## config.mk

```make
export PLATFORM = sky130hd
export DESIGN_NAME = shift_add_multiplier_flat
export DESIGN_NICKNAME = d
export VERILOG_FILES = /design/src/rtl/shift_add_multiplier_if.sv /design/src/rtl/shift_add_multiplier.sv /design/src/flat_wrapper.sv
export SDC_FILE = /design/constraint.sdc
export NUM_CORES = 1
export LEC_CHECK = 0
export ABC_AREA = 1
export CORE_MARGIN = 2
export CORE_UTILIZATION = 55
export DETAILED_ROUTE_END_ITERATION = 7
export GPL_TIMING_DRIVEN = 0
export PLACE_DENSITY = 0.78
export SKIP_CTS_REPAIR_TIMING = 1
export SLEW_MARGIN = 15
export SYNTH_ARGS = -nofsm -noshare
export SYNTH_HDL_FRONTEND = slang
export SYNTH_SLANG_ARGS = --single-unit
```

## constraint.sdc

```tcl
create_clock -name clk -period 2.05 [get_ports clk]
set_clock_uncertainty 0.15 [all_clocks]
set_input_delay 0.41 -clock clk [delete_from_list [all_inputs] [get_ports clk]]
set_output_delay 0.41 -clock clk [all_outputs]
set_load 0.05 [all_outputs]
```

## src/rtl/shift_add_multiplier_if.sv

```systemverilog
// Handshake and operand/result bundle for the sequential shift/add multiplier.
// The master side issues start/abort with operands; the slave side returns product, busy and done.
interface shift_add_multiplier_if #(
  parameter int unsigned WIDTH = 8
);
  logic                   start;
  logic                   abort;
  logic [WIDTH-1:0]       a;
  logic [WIDTH-1:0]       b;
  logic [2*WIDTH-1:0]     product;
  logic                   busy;
  logic                   done;

  modport master (
    output start, abort, a, b,
    input  product, busy, done
  );

  modport slave (
    input  start, abort, a, b,
    output product, busy, done
  );
endinterface

```

## src/rtl/shift_add_multiplier.sv

```systemverilog
// Sequential unsigned WIDTH x WIDTH multiplier: one shift/add iteration per clock,
// fixed WIDTH-iteration latency, start/done handshake with synchronous abort.
module shift_add_multiplier #(
  parameter int unsigned WIDTH = 8
) (
  input logic                   clk,
  input logic                   reset,
  shift_add_multiplier_if.slave bus
);

  localparam int unsigned CntW = (WIDTH > 1) ? $clog2(WIDTH) : 1;
  localparam logic [CntW-1:0] LastCnt = CntW'(WIDTH - 1);

  typedef enum logic [1:0] {StIdle, StCalc, StDone} state_e;

  state_e               state_q;
  logic [2*WIDTH-1:0]   mcand_q;
  logic [WIDTH-1:0]     mplier_q;
  logic [2*WIDTH-1:0]   acc_q;
  logic [CntW-1:0]      cnt_q;
  logic                 busy_q;
  logic                 done_q;

  always_ff @(posedge clk or posedge reset) begin
    if (reset) begin
      state_q  <= StIdle;
      mcand_q  <= '0;
      mplier_q <= '0;
      acc_q    <= '0;
      cnt_q    <= '0;
      busy_q   <= 1'b0;
      done_q   <= 1'b0;
    end else begin
      unique case (state_q)
        StIdle: begin
          // abort is not sampled here, so start always wins in IDLE
          if (bus.start) begin
            state_q  <= StCalc;
            mcand_q  <= {{WIDTH{1'b0}}, bus.a};
            mplier_q <= bus.b;
            acc_q    <= '0;
            cnt_q    <= '0;
            busy_q   <= 1'b1;
          end
        end
        StCalc: begin
          if (bus.abort) begin
            state_q <= StIdle;
            acc_q   <= '0;
            busy_q  <= 1'b0;
          end else begin
            if (mplier_q[0]) begin
              acc_q <= acc_q + mcand_q;
            end
            mcand_q  <= mcand_q << 1;
            mplier_q <= mplier_q >> 1;
            cnt_q    <= cnt_q + 1'b1;
            // always run all WIDTH iterations, even once the multiplier has drained to zero
            if (cnt_q == LastCnt) begin
              state_q <= StDone;
              done_q  <= 1'b1;
            end
          end
        end
        StDone: begin
          state_q <= StIdle;
          done_q  <= 1'b0;
          busy_q  <= 1'b0;
        end
        default: begin
          state_q <= StIdle;
          done_q  <= 1'b0;
          busy_q  <= 1'b0;
        end
      endcase
    end
  end

  assign bus.product = acc_q;
  assign bus.busy    = busy_q;
  assign bus.done    = done_q;

endmodule

```

## src/flat_wrapper.sv

```systemverilog
// flat-port wrapper written by rule: the top's interface ports become plain ports
module shift_add_multiplier_flat 
#(
  parameter int unsigned WIDTH = 8
)
  (clk, reset, bus_start, bus_abort, bus_a, bus_b, bus_product, bus_busy, bus_done);
  shift_add_multiplier_if #(.WIDTH(WIDTH)) bus_i ();
  input logic clk;
  input logic reset;
  input wire logic [$bits(bus_i.start)-1:0] bus_start;
  input wire logic [$bits(bus_i.abort)-1:0] bus_abort;
  input wire logic [$bits(bus_i.a)-1:0] bus_a;
  input wire logic [$bits(bus_i.b)-1:0] bus_b;
  output wire logic [$bits(bus_i.product)-1:0] bus_product;
  output wire logic [$bits(bus_i.busy)-1:0] bus_busy;
  output wire logic [$bits(bus_i.done)-1:0] bus_done;
  assign bus_i.start = bus_start;
  assign bus_i.abort = bus_abort;
  assign bus_i.a = bus_a;
  assign bus_i.b = bus_b;
  assign bus_product = bus_i.product;
  assign bus_busy = bus_i.busy;
  assign bus_done = bus_i.done;
  shift_add_multiplier #(.WIDTH(WIDTH)) u_core (.clk(clk), .reset(reset), .bus(bus_i));
endmodule
```

Yosys cells after proc, flatten, opt, wreduce, memory -nomap -nowiden
Index checks and enable logic that the tools add are counted.
{"block": "totals", "regBits": 47, "elab_cells": 48}
{"block": "classes", "bitwise": 1, "reduce_logical": 7, "addsub": 2, "n_eq_ne": 8, "mux": 23}
{"operator": "2-to-1 mux 16 bit", "count": 5}
{"operator": "case mux 16 bit (2 select lines)", "count": 2}
{"operator": "adder 16 bit", "count": 1}
{"operator": "2-to-1 mux 8 bit", "count": 2}
{"operator": "case mux 8 bit (2 select lines)", "count": 1}
{"operator": "AND reduction 3 bit", "count": 3}
{"operator": "2-to-1 mux 2 bit", "count": 3}
{"operator": "2-to-1 mux 3 bit", "count": 2}
{"operator": "!= test 2 bit (second input constant)", "count": 3}
{"operator": "!= test 3 x 2 -> 1 bit (second input constant)", "count": 2}
{"operator": "case mux 3 bit (2 select lines)", "count": 1}
{"operator": "2-to-1 mux 1 bit", "count": 4}
{"operator": "case mux 1 bit (2 select lines)", "count": 2}
{"operator": "case mux 2 bit (2 select lines)", "count": 1}
{"operator": "AND reduction 2 bit", "count": 2}
{"operator": "adder 3 x 1 -> 3 bit (second input constant)", "count": 1}
{"operator": "== test 3 bit (second input constant)", "count": 1}
{"operator": "== test 2 x 1 -> 1 bit (second input constant)", "count": 1}
{"operator": "zero test 2 bit", "count": 1}
{"operator": "!= test 2 x 1 -> 1 bit (second input constant)", "count": 1}
{"operator": "nonzero test 2 bit", "count": 1}
{"operator": "NOT 1 bit", "count": 1}

Longest topological paths before layout
{"block": "logic_depth", "word_depth": 4, "mapped_depth": 11}

Worst setup path before layout
OpenSTA, ideal clock, no wires.
{"block": "synth_path", "path_type": "reg2reg", "start": "register u_core.acc_q[0], in the netlist u_core.bus.product[0]", "end": "register u_core.acc_q[12], in the netlist u_core.bus.product[12]", "required_time_ps": 1782, "stages_incl_launch_ff": 12, "n_path_buf": 0, "path_slack_ps": -66, "arrival_time_ps": 1848, "period_less_slack_ps": 2116, "path_cell_list": "dfrtp_1 -> ha_1 -> inv_1 -> fa_1 -> inv_1 -> nand3_1 -> nand3_1 -> nand3_1 -> nand3_1 -> nand2_1 -> nand3_1 -> nand2_1"}
{"block": "synth_between", "elab_chain_cells": 4}
{"element": "start, declared", "line": "shift_add_multiplier.sv:19", "rtl": "logic [2*WIDTH-1:0] acc_q;"}
{"element": "start signal, assigned", "line": "shift_add_multiplier.sv:53", "rtl": "acc_q <= acc_q + mcand_q;"}
{"element": "adder 16 bit", "line": "shift_add_multiplier.sv:53"}
{"element": "2-to-1 mux 16 bit", "line": "shift_add_multiplier.sv:52", "rtl": "if (mplier_q[0]) begin"}
{"element": "2-to-1 mux 16 bit", "line": "shift_add_multiplier.sv:47", "rtl": "if (bus.abort) begin"}
{"element": "case mux 16 bit (2 select lines)", "line": "shift_add_multiplier.sv:34", "rtl": "unique case (state_q)"}
Every way passes these cells. The select of a mux whose other input is x is not followed.
A chain may end at the register's enable or synchronous reset.

Worst setup path in the final report
{"block": "layout_path", "start": "register u_core.mcand_q[0]", "end": "register u_core.acc_q[8], in the netlist u_core.bus.product[8]"}
{"block": "layout_between", "elab_chain_cells": 4}
{"element": "start, declared", "line": "shift_add_multiplier.sv:17", "rtl": "logic [2*WIDTH-1:0] mcand_q;"}
{"element": "start signal, assigned", "line": "shift_add_multiplier.sv:39", "rtl": "mcand_q <= {{WIDTH{1'b0}}, bus.a};"}
{"element": "start signal, assigned", "line": "shift_add_multiplier.sv:55", "rtl": "mcand_q <= mcand_q << 1;"}
{"element": "adder 16 bit", "line": "shift_add_multiplier.sv:53"}
{"element": "2-to-1 mux 16 bit", "line": "shift_add_multiplier.sv:52"}
{"element": "2-to-1 mux 16 bit", "line": "shift_add_multiplier.sv:47"}
{"element": "case mux 16 bit (2 select lines)", "line": "shift_add_multiplier.sv:34"}
Every way passes these cells. The select of a mux whose other input is x is not followed.

==> flow_metrics.py <==
metrics = {
    "logic_synthesis": {
        "yosysWarnings": 0,
        "syn_nets": 426,
        "synth-seq-area-share": 0.4092,
        "syn_avg_cell_area_sq_um": 7.407,
        "syn-instance-count": 388,
        "synth_area_sq_um": 2874,
        "synth.distinct_cells": 31,
        "synth-seq-cells": 47,
    },
    "clocking": {
        "cts_max_path_buffers": 2,
        "cts_root_buffer": "clkbuf_8",
        "insertion_delay_ns": 0.31,
        "clock_sinks": 47,
        "tritoncts": "done",
        "cts_buffers": 5,
        "ctsHtreeMaxLevel": 2,
        "path_clk_slew_ns": 0.10,
    },
    "cells_and_area": {
        "drive_gt1_frac": 0.07356,
        "final_cell_mix": "141 x nand2_1, 60 x inv_1, 46 x dfrtp_1",
        "syn2layout_area_growth_pct": 22.29,
        "fin_nets": 472,
        "fin_cells": 505,
        "layout_commonest_cell": "nand2_1",
        "n_antenna_cell": 0,
        "design_area_sq_um": 3515,
    },
    "die": {
        "fp.dieArea_sq_um": 5819,
        "start_util": 0.5663,
        "coreArea_sq_um": 5075,
        "die_height_um": 76.29,
        "row_count": 26,
        "die_w_um": 76.29,
        "ioPinCount": 38,
    },
    "timing": {
        "tightest_slew_ns": 0.5106,
        "min_period_over_period": 0.9420,
        "setup_tns_ns": 0,
        "slew_headroom": 0.6590,
        "setup_violations": 0,
        "final-max-slew-violation-count": 0,
        "layout_setup_ws_ns": 0.1189,
        "finalHoldViolations": 0,
        "final.min_clock_period_ns": 1.931,
        "clock.fmax_mhz": 517.8,
    },
    "global_routing": {
        "track_usage": 0.2272,
        "grt_max_degree": 31,
        "grt_pass1_vias": 2508,
        "overflow": 0,
        "grt_pass1_wl_um": 10750,
        "antenna_found_initial": 0,
    },
    "worst_setup_path": {
        "start_kind": "register",
        "cp.required_ns": 2.13,
        "startpoint": "u_core.mcand_q[0]",
        "arrival_ns": 2.01,
        "regToRegStartpoint": "u_core.mcand_q[0]",
        "critical_path_class": "register to register",
        "cp-end-kind": "register",
        "path_max_fanout": 3,
    },
    "power_and_ir_drop": {
        "power_density_nw_per_um2": 904.6,
        "p_total_w": 0.003179,
        "vdd_drop_max_mv": 0.5594,
        "p_leak_nw": 2.114,
    },
    "hold_path": {
        "hold_path.class": "input port to async pin",
    },
    "status": {
        "status": "finished clean",
    },
    "route": {
        "dr_total_vias": 2554,
        "routed_wirelength_um": 6179,
        "drtAntennaViolNets": 0,
        "drc": 0,
        "drt_iter0_markers": 132,
        "avgViaCountPerCell": 5.057,
        "wire_per_inst_um": 12.24,
        "dr.pass1.iters": 4,
    },
    "place": {
        "placed_area_sq_um": 3353,
        "dp_cells": 496,
        "place_ws_ns": 0.009112,
        "routabilityCongestion": 0.8904,
        "portBuffers": 37,
        "dp_hpwl_um": 4649,
    },
    "run": {
        "maxCapViolations": 0,
    },
}
-- logic make-up after synthesis --
logic type	Yosys count	synth area share
buffers and inverters	73	0.1027
adder cells (fa/ha/maj)	18	0.08097
flip-flops	47	0.4092
XOR/XNOR	4	0.01219
AND/OR/NAND/NOR	193	0.2839
AO/OA/AOI/OAI	53	0.1110
-- registers in the layout (all words and copies together), names as in the netlist --
name / count
u_core.bus.busy: 1
u_core.bus.done: 1
u_core.bus.product: 16
u_core.cnt_q: 3
u_core.mcand_q: 16
u_core.mplier_q: 8
u_core.state_q: 2
-- metrics by stage --
stage | hold slack (ns) | util
global placement | 0.3220 | 0.6568
detailed placement | 0.3360 | 0.6608
floorplan | 0.3070 | -
finish | 0.2424 | 0.6926
global route | 0.2686 | 0.6926
CTS | 0.2512 | 0.6787
-- synth_stat cells --
cell      number  area, sq um
inv_1         61        229.0
ha_1          17        212.7
nand3b_1       3        22.52
buf_1          1        3.750
nor2_4         1        11.26
nor2_2         1        6.260
xor2_1         2        17.52
o21ai_1       10        50.05
o211ai_1       7        52.55
nand2_1      141        529.3
nor2_8         2        40.04
buf_4          1        7.510
buf_2          2        10.01
a31oi_1        7        43.79
inv_2          4        15.01
dfrtp_1       47         1176
buf_6          2        22.52
a21oi_1        7        35.03
fa_1           1        20.02
clkbuf_1       2        7.510
nand4_1        1        6.260
xnor2_1        2        17.52
nor3_1         3        15.01
nand3_1       17        85.08
o21ai_0       13        65.06
o22ai_4        1        20.02
nor2_1        22        82.58
a22o_1         1        8.760
nand2_4        1        11.26
or2_2          1        6.260
o22ai_1        7        43.79
-- area by class of cell --
class / instances / area [sq um]
fillers: 451 / 1560
inverters: 65 / 244.0
multi-input cells: 268 / 1420
well taps: 70 / 87.58
clock inverters: 3 / 22.52
plain buffers: 8 / 51.30
clock buffers: 5 / 68.82
flip-flops and latches: 47 / 1177
repair buffers: 39 / 442.9
-- path summary, 6_finish.rpt --
path	to	cells after the start	slack [ns]
worst min register to register	u_core.cnt_q[0]	1	0.36
min in group clk	u_core.cnt_q[0]	1	0.36
worst min-delay path	u_core.cnt_q[0]	2	0.24
worst max register to register	u_core.bus.product[8]	10	0.12
max in group asynchronous	u_core.bus.product[0]	3	1.01
worst max-delay path	u_core.bus.product[8]	10	0.12
-- per-layer routing --
metal / wire (um) / track usage / share of wire / vias to the layer above
met5: 0 / 0 / 0 / -
met4: 118 / 0.08000 / 0.019 / 0
met3: 254 / 0.03910 / 0.041 / 12
met2: 2926 / 0.3858 / 0.47 / 58
met1: 2880 / 0.2935 / 0.47 / 1169
li1: - / - / - / 1315
-- critical path, cell delays in order (launching register included) --
cell and delay [ns]:
dfrtp_1 0.38, ha_2 0.19, inv_1 0.05, fa_1 0.40, inv_1 0.10, nand3_1 0.09, nand3_2 0.11, a21oi_1 0.09
nand2_1 0.08, nand2_1 0.07, o21ai_1 0.15
-- power by group --
| group | internal [W] | switching, W |
|---|---|---|
| Combinational | 0.000483 | 0.000849 |
| Clock | 0.000247 | 0.000347 |
| Sequential | 0.00111 | 0.000139 |
Power figures use the tool's default switching activity.
